File: src/rtl/jtsdram_bank_tester.sv
// Single-bank SDRAM test engine: writes a selectable pattern over a window of the bank,
// reads it back, compares, and keeps sticky/bad, error and clean-pass counters.
module jtsdram_bank_tester #(
   parameter int          AW       = 22,
   parameter int          DW       = 16,
   parameter int          SPAN     = 4096,
   parameter int unsigned BASE     = 0,
   parameter bit          WRITABLE = 1'b1,
   parameter logic [15:0] SEED     = 16'hACE1,
   parameter int          TIMEOUT  = 1023
) (
   input  logic            clk,
   input  logic            rst_n,
   input  logic            start,
   input  logic            loop,
   input  logic [1:0]      mode,
   output logic            busy,
   output logic            done,
   output logic            bad,
   output logic [15:0]     err_cnt,
   output logic [15:0]     pass_cnt,
   output logic [AW-1:0]   ba_addr,
   output logic            ba_rd,
   output logic            ba_wr,
   output logic [DW-1:0]   ba_din,
   output logic [DW/8-1:0] ba_din_m,
   input  logic            ba_ack,
   input  logic            ba_rdy,
   input  logic [DW-1:0]   data_read
);

   localparam int IW = (SPAN > 1) ? $clog2(SPAN) : 1;
   localparam int TW = (TIMEOUT > 1) ? $clog2(TIMEOUT) : 1;
   localparam int WB = (DW == 16) ? 4 : 3;
   localparam logic [IW-1:0] LAST_IDX = IW'(SPAN - 1);
   localparam logic [TW-1:0] TMR_LAST = TW'(TIMEOUT - 1);
   localparam logic [AW-1:0] BASE_A   = AW'(BASE);

   typedef enum logic [2:0] {
      S_IDLE, S_WREQ, S_WWAIT, S_RREQ, S_RWAIT, S_PEND
   } state_t;

   typedef enum logic [1:0] {
      PAT_ADDR, PAT_NADDR, PAT_LFSR, PAT_WALK
   } pat_t;

   localparam state_t FIRST_STATE = WRITABLE ? S_WREQ : S_RREQ;

   state_t        state, state_d;
   pat_t          mode_q;
   logic [IW-1:0] idx;
   logic [15:0]   lfsr;
   logic [TW-1:0] tmr;
   logic          pass_err;

   logic [AW-1:0] addr;
   logic [DW-1:0] pattern;
   logic [DW-1:0] walk;
   logic [15:0]   lfsr_next;
   logic          last;
   logic          timeout;
   logic          mismatch;
   logic          step;
   logic          err_ev;
   logic          restart;

   assign last      = (idx == LAST_IDX);
   assign timeout   = (tmr == TMR_LAST);
   assign lfsr_next = {lfsr[0] ^ lfsr[2] ^ lfsr[3] ^ lfsr[5], lfsr[15:1]};
   assign mismatch  = (data_read != pattern);

   // The test window wraps at the top of the bank because the sum is kept at AW bits.
   always_comb begin
      addr = BASE_A + AW'(idx);
      walk = '0;
      walk[addr[WB-1:0]] = 1'b1;
      unique case (mode_q)
         PAT_ADDR:  pattern = DW'(addr);
         PAT_NADDR: pattern = ~DW'(addr);
         PAT_LFSR:  pattern = lfsr[DW-1:0];
         default:   pattern = walk;
      endcase
   end

   // NOTE: every signal written here gets a default first, so no path leaves a latch behind.
   always_comb begin
      state_d = state;
      step    = 1'b0;
      err_ev  = 1'b0;
      unique case (state)
         S_IDLE: if (start) state_d = FIRST_STATE;
         S_WREQ: begin
            if (ba_ack && ba_rdy) step = 1'b1;
            else if (ba_ack)      state_d = S_WWAIT;
            else if (timeout)     {step, err_ev} = 2'b11;
         end
         S_WWAIT: begin
            if (ba_rdy)       step = 1'b1;
            else if (timeout) {step, err_ev} = 2'b11;
         end
         S_RREQ: begin
            if (ba_ack && ba_rdy) {step, err_ev} = {1'b1, mismatch};
            else if (ba_ack)      state_d = S_RWAIT;
            else if (timeout)     {step, err_ev} = 2'b11;
         end
         S_RWAIT: begin
            if (ba_rdy)       {step, err_ev} = {1'b1, mismatch};
            else if (timeout) {step, err_ev} = 2'b11;
         end
         S_PEND:  state_d = loop ? FIRST_STATE : S_IDLE;
         default: state_d = S_IDLE;
      endcase
      // A finished word (by rdy or by timeout) moves on to the next request or phase.
      if (step) begin
         if (state == S_WREQ || state == S_WWAIT) state_d = last ? S_RREQ : S_WREQ;
         else                                     state_d = last ? S_PEND : S_RREQ;
      end
   end

   assign restart = step || (state_d != state);

   // NOTE: state registers use non-blocking assignments so every flop samples pre-edge values.
   always_ff @(posedge clk or negedge rst_n) begin
      if (!rst_n) begin
         state    <= S_IDLE;
         mode_q   <= PAT_ADDR;
         idx      <= '0;
         lfsr     <= SEED;
         tmr      <= '0;
         bad      <= 1'b0;
         err_cnt  <= '0;
         pass_cnt <= '0;
         pass_err <= 1'b0;
      end else begin
         state <= state_d;
         if (state == S_IDLE || state == S_PEND || restart) tmr <= '0;
         else                                              tmr <= tmr + TW'(1);

         if (state == S_IDLE && start) begin
            mode_q   <= pat_t'(mode);
            idx      <= '0;
            lfsr     <= SEED;
            bad      <= 1'b0;
            err_cnt  <= '0;
            pass_cnt <= '0;
            pass_err <= 1'b0;
         end

         // The LFSR restarts from SEED whenever a phase begins, so both phases see one sequence.
         if (step) begin
            idx  <= last ? '0 : idx + IW'(1);
            lfsr <= last ? SEED : lfsr_next;
         end

         if (err_ev) begin
            bad      <= 1'b1;
            pass_err <= 1'b1;
            if (err_cnt != '1) err_cnt <= err_cnt + 16'd1;
         end

         if (state == S_PEND) begin
            if (!pass_err && pass_cnt != '1) pass_cnt <= pass_cnt + 16'd1;
            pass_err <= 1'b0;
         end
      end
   end

   assign busy     = (state != S_IDLE);
   assign done     = (state == S_PEND);
   assign ba_wr    = WRITABLE && (state == S_WREQ);
   assign ba_rd    = (state == S_RREQ);
   assign ba_addr  = busy ? addr : '0;
   assign ba_din   = ba_wr ? pattern : '0;
   assign ba_din_m = '0;

endmodule
File: config.mk
export PLATFORM = sky130hd
export DESIGN_NAME = jtsdram_bank_tester
export DESIGN_NICKNAME = d
export VERILOG_FILES = /design/src/rtl/jtsdram_bank_tester.sv
export SDC_FILE = /design/constraint.sdc
export NUM_CORES = 1
export LEC_CHECK = 0
export CORE_MARGIN = 10
export CORE_UTILIZATION = 40
export DETAILED_ROUTE_END_ITERATION = 6
export PLACE_DENSITY_LB_ADDON = 0.2
export SLEW_MARGIN = 20
export SYNTH_ARGS = -nofsm -noshare
export SYNTH_HDL_FRONTEND = slang
export SYNTH_SLANG_ARGS = --single-unit
File: constraint.sdc
create_clock -name clk -period 3.02 [get_ports clk]
set_input_delay 0.906 -clock clk [delete_from_list [all_inputs] [get_ports clk]]
set_output_delay 0.906 -clock clk [all_outputs]
set_load 0.005 [all_outputs]
==> out/qor.yml, run 1 <==
outcome:
  outcome: "finished, violations left"
  violations: "negative setup slack"
logic_synthesis:
  synthCells: 599
  synth_seq_cells: 77
  synth.most_common_cell: "dfrtp_1"
  ys_types: 59
  synth.largest_area_cell: "dfrtp_1"
  syn_avg_cell_area_um2: 8.56
  ys_top_cells_by_count: "69 x dfrtp_1, 68 x nand2_1, 54 x nor2_1"
  ys_seq_area_frac: 0.378
  synth_top_area_share: 0.337
  netlist_area_um2: 5130
  ys_top_cells_by_area: "dfrtp_1 34%, nand2_1 5.0%, dfstp_2 4.1%"
  ys.flop_type: "dfrtp_1"
  synthArstFlopShare: 1.00
  synth_edf_count: 0
  yosysWarnings: 0
clock_network:
  cts_htree_levels: 3
  clk_pin_slew_ns: 0.06
  cts_hold_buf: 0
  cts.sinks: 77
  cts-root-buf: "clkbuf_16"
  clockBufferDepth: 2
  cts_tree: "built"
  clk_latency_ns: 0.33
  cts_buffers: 9
routing:
  wl_per_cell_um: 18.7
  dr.pass1.iters: 5
  drt_iter0_drc: 447
  drt-vias-per-instance: 5.63
  drtAntennaViolNets: 0
  dr_total_vias: 5130
  wirelength_mm: 17.1
  route.detailed.drc: 0
floorplanning:
  die_w_um: 133
  start_util: 0.408
  die_h_um: 133
  rows: 41
  ios: 101
  die_area_um2: 17800
  core-area_um2: 12600
critical_path:
  critical_path_required_ns: 2.11
  crit_path_start_kind: "flop"
  crit_arrival_ns: 2.12
  worstPathMaxFanout: 3
  cp_cell_sequence: "or3_4, a2111oi_4, buf_4, clkdlybuf4s50_1"
  setup.worst_path.end_class: "output pin"
  max_stage_delay_ns: 0.49
  path_class: "flop to output pin"
  slowest_stage: "clkdlybuf4s50_1"
timing:
  rsz0062_at_grt: "yes"
  finalSetupTns_ns: -0.00131
  maxSlewHeadroom: 0.363
  setup_violations: 1
  drv_slew: 0
  worst_slack_ns: -0.00131
  timing.clock.skew_ns: 0.00607
  finalHoldViolations: 0
  fmax_ghz: 0.331
  min_period_ns: 3.02
  worst_pin_slew_ns: 0.953
  finalCritPeriodShare: 1.00
global_routing:
  gr-total-overflow: 0
  antenna_found_initial: 0
  grt_max_degree: 45
  track_usage: 0.188
  grt_pass1_vias: 5105
  grt_pass1_wl_mm: 27.4
power:
  p_per_area_nw_per_um2: 814
  irDropWorstVdd_mv: 0.463
  totalPowerFinal_mw: 5.68
  leakage_nw: 3.07
cells_and_area:
  syn_to_final_growth_pct: 36.0
  final_nets: 767
  layout.cells.non_filler: 911
  drive_above_1_share: 0.184
  n_antenna_cell: 0
  n_fill_cell: 1180
place:
  dp_hpwl_mm: 12.7
  gp_congestion: 0.933
  dp_cells: 882
  portBuffers: 88
min_path:
  hold_class: "flop to flop"
job:
  drv_cap: 0
-- where the power goes --
group,internal [mW],switching (mW),total (mW),leakage [nW]
Combinational,1.41,1.62,3.03,1.91
Sequential,1.28,0.269,1.55,1.01
Clock,0.682,0.416,1.10,0.149
-- worst max-delay path: cells and delay by family (launching register included) --
kind | cells | cell delay, ns
AOI/OAI and AO/OA | 1 | 0.30
buffers and inverters | 2 | 0.66
DFF | 1 | 0.39
and+or+nand+nor | 1 | 0.43
-- path summary, 6_finish.rpt --
path / startpoint / to / slack (ns) / cells past startpoint
setup / recovery: state[2] / ba_din[9] / -0.001 / 4
hold / removal: tmr[0] / tmr[0] / 0.51 / 1
setup reg to reg: idx[1] / err_cnt[14] / 0.25 / 12
hold reg to reg: tmr[0] / tmr[0] / 0.51 / 1
max in group asynchronous: rst_n / lfsr[13] / 1.84 / 2
min in group asynchronous: rst_n / pass_cnt[10] / 0.52 / 1
-- repair_timing --
action                     in CTS  in global routing
hold endpoints to repair        0                  0
gates cloned                    0                  1
setup buffers                   5                  7
setup endpoints to repair      17                 16
resized for setup              31                 17
pin swaps                       1                  5
-- sequential cells by signal (all words and copies together) (netlist names) --
signal / flops
state: 3
err_cnt: 16
pass_err: 1
mode_q: 2
pass_cnt: 16
lfsr: 16
idx: 12
tmr: 10
bad: 1
-- cells in the final DEF, fill, tap and decap left out, drive strengths merged, types with 5 or more instances in the layout --
cell / netlist / layout
buf: 28 / 69
a22oi: 5 / 5
o211ai: 9 / 9
nor3: 21 / 21
and2: 14 / 15
and4: 10 / 10
conb: 1 / 12
a22o: 13 / 13
nand3b: 5 / 5
inv: 15 / 15
a211oi: 8 / 8
nor2b: 20 / 20
nand4: 12 / 12
dlymetal6s2s: 0 / 5
dlygate4sd2: 0 / 8
clkbuf: 16 / 12
and3: 12 / 12
xnor2: 8 / 8
ha: 9 / 9
dfrtp: 69 / 69
o21ai: 52 / 52
dfstp: 8 / 8
nand3: 26 / 26
a31oi: 7 / 7
xor2: 20 / 20
nand2b: 10 / 10
o22a: 7 / 7
nand2: 68 / 68
clkdlybuf4s50: 0 / 74
mux2i: 13 / 13
a21oi: 18 / 18
nor2: 54 / 54
-- stage by stage --
step | setup WS, ns | utilization | hold slack (ns) | area [µm²]
floorplan | 0.255 | - | 0.469 | 5170
global placement | -0.312 | 0.513 | 0.489 | 6450
detailed placement | -0.302 | 0.513 | 0.488 | 6450
CTS | 0.000876 | 0.545 | 0.511 | 6850
global route | -0.0505 | 0.555 | 0.540 | 6980
finish | -0.00131 | 0.555 | 0.508 | 6980
-- area by class of cell --
class,count,area (µm²),area share
multi-input combinational,475,3040,0.435
sequential,77,1940,0.279
timing repair buffer,156,1420,0.203
clock buffer,12,256,0.0368
tap,172,215,0.0309
inverter,15,58.8,0.00843
clock inverter,4,47.5,0.00682
-- kinds of logic (layout without fill, tap and decap cells) --
family / Yosys count / count (layout) / synth area share
other cells: 1 / 12 / 0.000731
mux: 15 / 15 / 0.0298
compound gates: 144 / 144 / 0.194
flops: 77 / 77 / 0.378
simple gates: 266 / 267 / 0.265
fa+ha+maj: 9 / 9 / 0.0220
buf+inv: 59 / 187 / 0.0629
xor+xnor: 28 / 28 / 0.0478
-- per-layer routing --
metal	up-vias	share of wire	track usage
met5	-	0	0
met4	0	0.024	0.0786
met3	33	0.063	0.0432
met2	191	0.48	0.299
met1	2505	0.43	0.239
li1	2401	-	-
Power figures use the tool's default switching activity.
==> run 2: changes to the inputs <==
- clock period: 3.02 -> 3.7 ns (I/O delays scaled with it)
==> run 2 against run 1 <==
  * The flow now finishes without violations
  * Routed wire length down 5.9%
  * Combinational power is 31% lower
  * Sequential share of layout area up 1.9 points
  * Via count is 5.2% lower
  * Flip-flop and latch count unchanged
  * Utilization fell by 3.6 points
  * Clock power down 18%
  * Critical path type unchanged
  * Highest routed layer unchanged
==> out/qor.yml, run 2 (synthesized netlist as in run 1, its figures left out) <==
outcome:
  outcome: "completed"  # was finished, violations left
min_path:
  holdCritStartpoint: "bad"  # was tmr[0]
  hold_depth: 1  # unchanged
  worstHoldEndpoint: "bad"  # was tmr[0]
  hold_class: "flop to flop"  # unchanged
floorplanning:
  rows: 41  # unchanged
  core-area_um2: 12600  # unchanged
  start_util: 0.408  # unchanged
  die_w_um: 133  # unchanged
  die_h_um: 133  # unchanged
  die_area_um2: 17800  # unchanged
  ios: 101  # unchanged
timing:
  fmax_ghz: 0.279
  setup_violations: 0  # was 1
  rsz0062_at_grt: "no"  # was yes
  finalHoldViolations: 0  # unchanged
  worst_pin_slew_ns: 0.996  # was 0.953 ns
  drv_slew: 0  # unchanged
  finalSetupTns_ns: 0  # was -0.00131 ns
  finalCritPeriodShare: 0.969
  timing.clock.skew_ns: 0.00860  # was 0.00607 ns
  min_period_ns: 3.58
  maxSlewHeadroom: 0.336  # was 0.363
routing:
  wl_per_cell_um: 18.5  # was 18.7 µm
  route.detailed.drc: 0  # unchanged
  drt_iter0_drc: 295  # was 447
  wirelength_mm: 16.1  # was 17.1 mm
  drtAntennaViolNets: 0  # unchanged
  dr.pass1.iters: 6  # was 5
  drt-vias-per-instance: 5.60  # was 5.63
  dr_total_vias: 4864  # was 5130
job:
  drv_cap: 0  # unchanged
critical_path:
  crit_arrival_ns: 2.47  # was 2.12 ns
  r2r_end: "err_cnt[0]"  # was err_cnt[14]
  timing.rr.start: "idx[1]"  # unchanged
  path_class: "flop to output pin"  # unchanged
  crit_path_start_kind: "flop"  # unchanged
  worstPathMaxFanout: 11  # was 3
  critical_path_required_ns: 2.59  # was 2.11 ns
  setup.worst_path.end_class: "output pin"  # unchanged
  r2r_setup_slack_ns: 0.63  # was 0.25 ns
  reg2regPathDepth: 10  # was 12
cells_and_area:
  final_area_um2: 6520  # was 6980 µm²
  reg_top3: "err_cnt x16, lfsr x16, pass_cnt x16"  # unchanged
  n_antenna_cell: 0  # unchanged
  final_nets: 724  # was 767
  finish.utilization: 0.519  # was 0.555
  layout.cells.non_filler: 868  # was 911
  drive_above_1_share: 0.109  # was 0.184
  mostFrequentLayoutCells: "87 x clkdlybuf4s50_1, 68 x nand2_1, 67 x dfrtp_1"  # was 74 x clkdlybuf4s50_1, 67 x nand2_1, 67 x buf_4
  mostFrequentLayoutCell: "clkdlybuf4s50_1"  # unchanged
  syn_to_final_growth_pct: 27.1  # was 36.0%
clock_network:
  clk_latency_ns: 0.34  # was 0.33 ns
  cts.sinks: 77  # unchanged
  clk_pin_slew_ns: 0.06  # about the same
  cts_htree_levels: 3  # unchanged
  cts_buffers: 9  # unchanged
  cts_tree: "built"  # unchanged
  clockBufferDepth: 2  # unchanged
  cts-root-buf: "clkbuf_16"  # unchanged
  cts_setup_buffers: 0  # was 5
place:
  gp_congestion: 0.939  # was 0.933
  dp_cells: 852  # was 882
  placed_cell_area_um2: 6200  # was 6450 µm²
  dp_hpwl_mm: 12.0  # was 12.7 mm
  portBuffers: 88  # unchanged
global_routing:
  gr-total-overflow: 0  # unchanged
  antenna_found_initial: 0  # unchanged
  grt_pass1_vias: 4946  # was 5105
  grt_pass1_wl_mm: 26.6  # was 27.4 mm
  track_usage: 0.182  # was 0.188
  grt_max_degree: 78  # was 45
power:
  leakage_nw: 2.72  # was 3.07 nW
  irDropWorstVdd_mv: 0.320  # was 0.463 mV
  p_per_area_nw_per_um2: 660  # was 814 nW/µm²
==> run 2: cell count changes in the layout (fill, tap and decap cells not counted), moves of 3 or more <==
cell / delta
dfrtp_2: -4
a211oi_2: -4
clkdlybuf4s50_1: +13
dlygate4sd2_1: -8
dlymetal6s2s_1: -5
a211oi_1: +4
ha_4: -3
dfrtp_1: +4
buf_4: -40
==> run 2: metrics by stage <==
step	hold slack (ns)	worst slack (ns)	total power [mW]
floorplan	0.469	0.731	2.53
global placement	0.491	0.169	3.37
detailed placement	0.472	0.0727	3.39
CTS	0.489	0.00905	4.30
global route	0.532	0.0322	4.61
finish	0.484	0.116	4.30
==> run 2: routing by layer <==
layer | track usage | vias to the layer above | part of all wire
met2 | 0.297 | 185 | 0.47
met4 | 0.0719 | 0 | 0.028
li1 | - | 2312 | -
met1 | 0.225 | 2326 | 0.43
met5 | 0 | - | 0
met3 | 0.0474 | 41 | 0.073
==> run 2: repair_timing <==
item	CTS	global route
hold buffers	0	0
gates resized for setup	0	8
endpoints found under the setup margin	0	8
==> run 2: worst max path at each step <==
| stage | startpoint | to | slack (ns) | depth (start not counted) |
|---|---|---|---|---|
| 2_1_floorplan | data_read[8] | err_cnt[10] | 0.73 | 10 |
| 3_3_place_gp | data_read[8] | err_cnt[4] | 0.17 | 9 |
| 3_5_place_dp | data_read[8] | err_cnt[2] | 0.07 | 10 |
| 4_1_cts | idx[1] | ba_din[9] | 0.009 | 6 |
| 5_1_grt | state[0] | ba_din[14] | 0.03 | 5 |
| 6_report | state[0] | ba_din[14] | 0.12 | 5 |
==> run 2: where the power goes <==
group          switching, mW  internal [mW]
sequential             0.257           1.04
combinational           1.14          0.962
clock                  0.343          0.557
==> run 2: critical path, stage by stage, from the launching register on <==
cell             delay, ns
dfrtp_2               0.47
inv_1                 0.12
or3_1                 0.42
buf_4                 0.22
nor3_1                0.32
clkdlybuf4s50_1       0.58
==> run 2: cell type report <==
type                       count  area [µm²]
fill                        1199        6050
multi-input combinational    474        2930
sequential                    77        1940
timing repair buffer         114        1070
clock buffer                  12         256
tap                          172         215
inverter                      15        56.3
clock inverter                 4        47.5
